File: config.mk
export PLATFORM = sky130hd
export DESIGN_NAME = threat_range_classifier
export DESIGN_NICKNAME = d
export VERILOG_FILES = /design/src/rtl/threat_range_classifier.sv
export SDC_FILE = /design/constraint.sdc
export NUM_CORES = 1
export LEC_CHECK = 0
export ABC_AREA = 1
export ABC_CLOCK_PERIOD_IN_PS = 9000
export BUFFER_PORTS_ARGS = -buffer_cell sky130_fd_sc_hd__buf_4
export CORE_ASPECT_RATIO = 2
export CORE_UTILIZATION = 57
export CTS_BUF_LIST = sky130_fd_sc_hd__clkbuf_2 sky130_fd_sc_hd__clkbuf_4 sky130_fd_sc_hd__clkbuf_8
export DETAILED_ROUTE_END_ITERATION = 7
export PLACE_DENSITY_LB_ADDON = 0.3
export SYNTH_ARGS = -nofsm -noshare
export SYNTH_HDL_FRONTEND = slang
export SYNTH_SLANG_ARGS = --single-unit
File: constraint.sdc
create_clock -name clk -period 9 [get_ports clk]
set_clock_uncertainty 0.1 [all_clocks]
set_input_delay 1.8 -clock clk [delete_from_list [all_inputs] [get_ports clk]]
set_output_delay 1.8 -clock clk [all_outputs]
set_load 0.02 [all_outputs]
File: src/rtl/threat_range_classifier.sv
// ---------------------------------------------------------------------------
// threat_range_classifier
//
// Purpose:
//   Accepts an unsigned x/y/z coordinate triple from coord_parser.
//   Computes the squared slant range r^2 = x^2 + y^2 + z^2.
//   A single 16x16 multiplier is reused over three cycles, one square per cycle.
//   Classifies the target as IGNORE / TRACK / ENGAGE and hands the result to
//   fire control over a valid/ready handshake.
//
// Ports:
//   clk           system clock, rising edge
//   reset_n       asynchronous active-low reset
//   x_coord       unsigned X coordinate (16 bit)
//   y_coord       unsigned Y coordinate (16 bit)
//   z_coord       unsigned Z / altitude (16 bit)
//   data_valid    coordinate triple valid
//   data_ready    block can accept a triple (registered, high only in IDLE)
//   range_sq      registered r^2 of the current result (34 bit)
//   threat_class  00 IGNORE, 01 TRACK, 10 ENGAGE
//   threat_valid  result valid
//   threat_ready  downstream accepts the result
//   engage_count  saturating count of ENGAGE results delivered
// ---------------------------------------------------------------------------
module threat_range_classifier #(
    parameter logic [33:0] ENGAGE_R2 = 34'd1_000_000,
    parameter logic [33:0] TRACK_R2  = 34'd25_000_000,
    parameter logic [15:0] MIN_ALT   = 16'd50
) (
    input  logic        clk,
    input  logic        reset_n,
    input  logic [15:0] x_coord,
    input  logic [15:0] y_coord,
    input  logic [15:0] z_coord,
    input  logic        data_valid,
    output logic        data_ready,
    output logic [33:0] range_sq,
    output logic [1:0]  threat_class,
    output logic        threat_valid,
    input  logic        threat_ready,
    output logic [7:0]  engage_count
);

    typedef enum logic [2:0] {
        IDLE = 3'd0,
        SQ_X = 3'd1,
        SQ_Y = 3'd2,
        SQ_Z = 3'd3,
        OUT  = 3'd4
    } state_t;

    localparam logic [1:0] CLASS_IGNORE = 2'b00;
    localparam logic [1:0] CLASS_TRACK  = 2'b01;
    localparam logic [1:0] CLASS_ENGAGE = 2'b10;

    state_t      state_reg;
    state_t      state_next;

    logic [15:0] x_reg;
    logic [15:0] y_reg;
    logic [15:0] z_reg;
    logic [33:0] acc_reg;
    logic [33:0] range_sq_reg;
    logic [1:0]  class_reg;
    logic        valid_reg;
    logic        ready_reg;
    logic [7:0]  engage_count_reg;

    logic [15:0] sq_operand;
    logic [31:0] sq_product;
    logic [33:0] sq_ext;
    logic [33:0] sum_next;
    logic [1:0]  class_next;
    logic        accept;
    logic        deliver;

    // Handshake qualifiers. ready_reg is only high in IDLE.
    // valid_reg is only high in OUT.
    // Inputs seen in any other state therefore fall through untouched.
    assign accept  = data_valid && ready_reg;
    assign deliver = valid_reg && threat_ready;

    // Next-state logic
    always_comb begin
        state_next = state_reg;
        case (state_reg)
            IDLE:    if (accept)  state_next = SQ_X;
            SQ_X:    state_next = SQ_Y;
            SQ_Y:    state_next = SQ_Z;
            SQ_Z:    state_next = OUT;
            OUT:     if (deliver) state_next = IDLE;
            default: state_next = IDLE;
        endcase
    end

    // Shared squarer: the operand is selected by which square is due this cycle.
    always_comb begin
        sq_operand = x_reg;
        case (state_reg)
            SQ_Y:    sq_operand = y_reg;
            SQ_Z:    sq_operand = z_reg;
            default: sq_operand = x_reg;
        endcase
    end

    assign sq_product = {16'd0, sq_operand} * {16'd0, sq_operand};
    assign sq_ext     = {2'b00, sq_product};
    // 3 * 65535^2 < 2^34, so this sum can never wrap.
    assign sum_next   = acc_reg + sq_ext;

    // Classification of the final sum. Thresholds are inclusive.
    // Low altitude overrides range.
    always_comb begin
        class_next = CLASS_IGNORE;
        if (z_reg < MIN_ALT) begin
            class_next = CLASS_IGNORE;
        end else if (sum_next <= ENGAGE_R2) begin
            class_next = CLASS_ENGAGE;
        end else if (sum_next <= TRACK_R2) begin
            class_next = CLASS_TRACK;
        end else begin
            class_next = CLASS_IGNORE;
        end
    end

    always_ff @(posedge clk or negedge reset_n) begin
        if (!reset_n) begin
            state_reg        <= IDLE;
            x_reg            <= 16'd0;
            y_reg            <= 16'd0;
            z_reg            <= 16'd0;
            acc_reg          <= 34'd0;
            range_sq_reg     <= 34'd0;
            class_reg        <= CLASS_IGNORE;
            valid_reg        <= 1'b0;
            ready_reg        <= 1'b1;
            engage_count_reg <= 8'd0;
        end else begin
            state_reg <= state_next;
            ready_reg <= (state_next == IDLE);
            case (state_reg)
                IDLE: begin
                    if (accept) begin
                        x_reg   <= x_coord;
                        y_reg   <= y_coord;
                        z_reg   <= z_coord;
                        acc_reg <= 34'd0;
                    end
                end
                SQ_X: acc_reg <= sq_ext;
                SQ_Y: acc_reg <= sum_next;
                SQ_Z: begin
                    range_sq_reg <= sum_next;
                    class_reg    <= class_next;
                    valid_reg    <= 1'b1;
                end
                OUT: begin
                    if (deliver) begin
                        valid_reg <= 1'b0;
                        if (class_reg == CLASS_ENGAGE && engage_count_reg != 8'hFF) begin
                            engage_count_reg <= engage_count_reg + 8'd1;
                        end
                    end
                end
                default: ;
            endcase
        end
    end

    assign data_ready   = ready_reg;
    assign range_sq     = range_sq_reg;
    assign threat_class = class_reg;
    assign threat_valid = valid_reg;
    assign engage_count = engage_count_reg;

endmodule

==> impl_metrics.csv <==
group,metric,value,unit
logic_synthesis,synthesis.area,15540,um2
logic_synthesis,ys.warnings.count,0,
detailed_routing,num_vias,14308,
setup_path,slowest_delay,0.57,ns
logic_synthesis,yosys-top-cells-area,"dfrtp_1, fa_1, nand2_1, ha_1, inv_1",
die,num_rows,85,
global_route,grt_max_degree,81,
setup_path,crit_slowest_cell,"fa_1",
clock_network,cts_buffer_depth,2,
global_route,first_global_vias,14909,
setup_path,critical_path_class,"register to register",
logic_synthesis,synth.most_common_cell,"nand2_1",
logic_synthesis,async_flop_share,1.000,
timing,worst_slew_pin_slew,0.9691,ns
setup_path,crit_path_end_kind,"register",
logic_synthesis,yosysUniqueCellTypes,55,
die,die_area,27970,um2
timing,period_needed,8.742,ns
clock_network,clkLatencyLatePin,0.50,ns
logic_synthesis,synth-simple-area-share,0.2218,
clock_network,path_clk_slew,0.09,ns
logic_synthesis,synth-xor-area-share,0.02867,
placement,gp_congestion,1.036,
die,fp.coreArea,26800,um2
placement,port-buffer-count,97,
logic_synthesis,synth_fp_nets,2403,
finish,drive_gt1_frac,0.1694,
clock_network,htree_levels,4,
placement,place_hpwl,39630,um
logic_synthesis,synth_top_family_by_area,"adder cells",
logic_synthesis,yosys.area.top_type,"dfrtp_1",
outcome,status,"completed",
setup_path,path_max_fanout,12,
logic_synthesis,synth_compound_gate_area_share,0.09204,
clock_network,clock_sinks,131,
timing,fmax,0.1144,GHz
flow_run,cap_violations,0,
finish,fill_cells,2266,
finish,fin_nets,2552,
logic_synthesis,synthFlopType,"dfrtp_1",
logic_synthesis,synth_common_cells,"nand2_1, inv_1, nor2_1",
detailed_routing,drt-initial-drc-count,782,
logic_synthesis,synth_edf_count,0,
timing,finalCritPeriodShare,0.9713,
timing,setup_violations,0,
logic_synthesis,postSynthCellCount,2057,
global_route,grt_pass1_wl,75020,um
detailed_routing,postRouteAntennaNets,0,
detailed_routing,wl_per_cell,19.04,um
logic_synthesis,post_synth_mux_area_share,0.01232,
timing,hold_viol_final,0,
detailed_routing,viasPerCell,5.572,
clock_network,tritoncts,"built",
setup_path,crit_top_cell,"nand2_1",
finish,fin_util,0.6766,
clock_network,holdBufCountCts,0,
global_route,antenna_found_initial,1,
clock_network,cts-root-buf,"clkbuf_8",
die,start_util,0.5798,
die,die_height,235.5,um
clock_network,cts_buffers,17,
timing,max_slew_margin,0.3524,
logic_synthesis,yosysTopAreaCellShare,0.2094,
timing,slew_violations,0,
die,pin_count,98,
setup_path,cp.required,9.30,ns
logic_synthesis,synth-seq-area-share,0.2110,
detailed_routing,finalWirelength,48890,um
setup_path,cp-start-kind,"register",
logic_synthesis,ys_ff_latch,131,
detailed_routing,remaining_drc_errors,0,
finish,syn_to_final_growth,16.70,%
detailed_routing,first_pass_iters,6,
logic_synthesis,synth.avg_cell_area,7.554,um2
logic_synthesis,yosys.area_share.adder,0.3148,
hold_path,hp-class,"register to register",
global_route,grt-ovfl-total,0,
die,die_w,118.8,um
setup_path,crit_arrival,9.04,ns
global_route,track_usage,0.3549,
[final cells by class]
class                      count  area [um2]  area share
multi-input combinational   1443       11040      0.6086
sequential                   131        3281      0.1809
inverter                     443        1689     0.09315
timing repair buffer         170        1300     0.07169
tap                          348       435.4     0.02401
clock buffer                  18       241.5     0.01332
clock inverter                14       147.6    0.008142
antenna                        1       2.502   0.0001380
[logic make-up after synthesis]
kind of cell             Yosys count
AO/OA/AOI/OAI                    237
multiplexers                      17
AND/OR/NAND/NOR                  844
buffers and inverters            483
flip-flops                       131
adder cells (fa/ha/maj)          295
XOR/XNOR                          50
[per-stage QoR]
step                      instances  cell area, um2  worst slack [ns]  setup TNS (ns)  hold slack, ns
after floorplan                2057           15540            0.6078               0          0.3655
after global placement         2523           17010           -0.1417         -0.2223          0.3679
after detailed placement       2523           17010           -0.2998         -0.5374          0.3741
after CTS                      2557           17460          0.002825               0          0.3952
after global routing           2568           18130           -0.1374         -0.2374          0.4185
final                          2568           18130            0.2582               0          0.3904
[placed cells by master (no fill, tap or decap), drive strengths merged, types with 2 or more instances in the layout]
cell,instances
nand3b,9
nand3,85
nor2,178
xnor2,14
a21o,6
clkbuf,18
o211ai,29
xor2,36
a21boi,3
clkinv,3
mux2,17
a31o,2
nor4,7
o21bai,5
o21ai,59
dfrtp,130
nor3,18
o221ai,2
inv,447
nand4,11
o22ai,18
a31oi,3
nand2,527
ha,134
or2,2
and3,2
a21oi,106
and2,5
clkinvlp,6
buf,170
fa,160
[critical path, delay by kind of cell, from the launching register on]
| family | cells | cell delay [ns] |
|---|---|---|
| fa+ha+maj | 8 | 3.85 |
| simple gates | 16 | 2.08 |
| buf+inv | 9 | 0.98 |
| compound gates | 4 | 0.89 |
| flops | 1 | 0.42 |
| xor+xnor | 1 | 0.32 |
[repair_timing]
item                       4_1_cts  5_1_grt
setup endpoints to repair        5       22
pin swaps                        1       14
resized for setup                9      140
buffers inserted                 2       10
[metal layers]
metal | routed length (um) | up-vias | track usage
li1 | - | 6643 | -
met1 | 15890 | 6852 | 0.3350
met2 | 26380 | 553 | 0.6614
met3 | 1823 | 260 | 0.04312
met4 | 4805 | 0 | 0.3092
met5 | 0 | - | 0
[path summary, 6_finish.rpt]
path | start | endpoint | slack [ns] | cells after the start
max | state_reg[1] | threat_class[0] | 0.26 | 38
min | range_sq[3] | range_sq[3] | 0.39 | 2
max reg2reg | state_reg[1] | threat_class[0] | 0.26 | 38
min reg2reg | range_sq[3] | range_sq[3] | 0.39 | 2
max in group asynchronous | reset_n | state_reg[0] | 6.25 | 2
min in group asynchronous | reset_n | range_sq[10] | 1.20 | 1
Power is not shown: default switching activity piles up to over one toggle a cycle in this logic, so the estimate is an artifact.
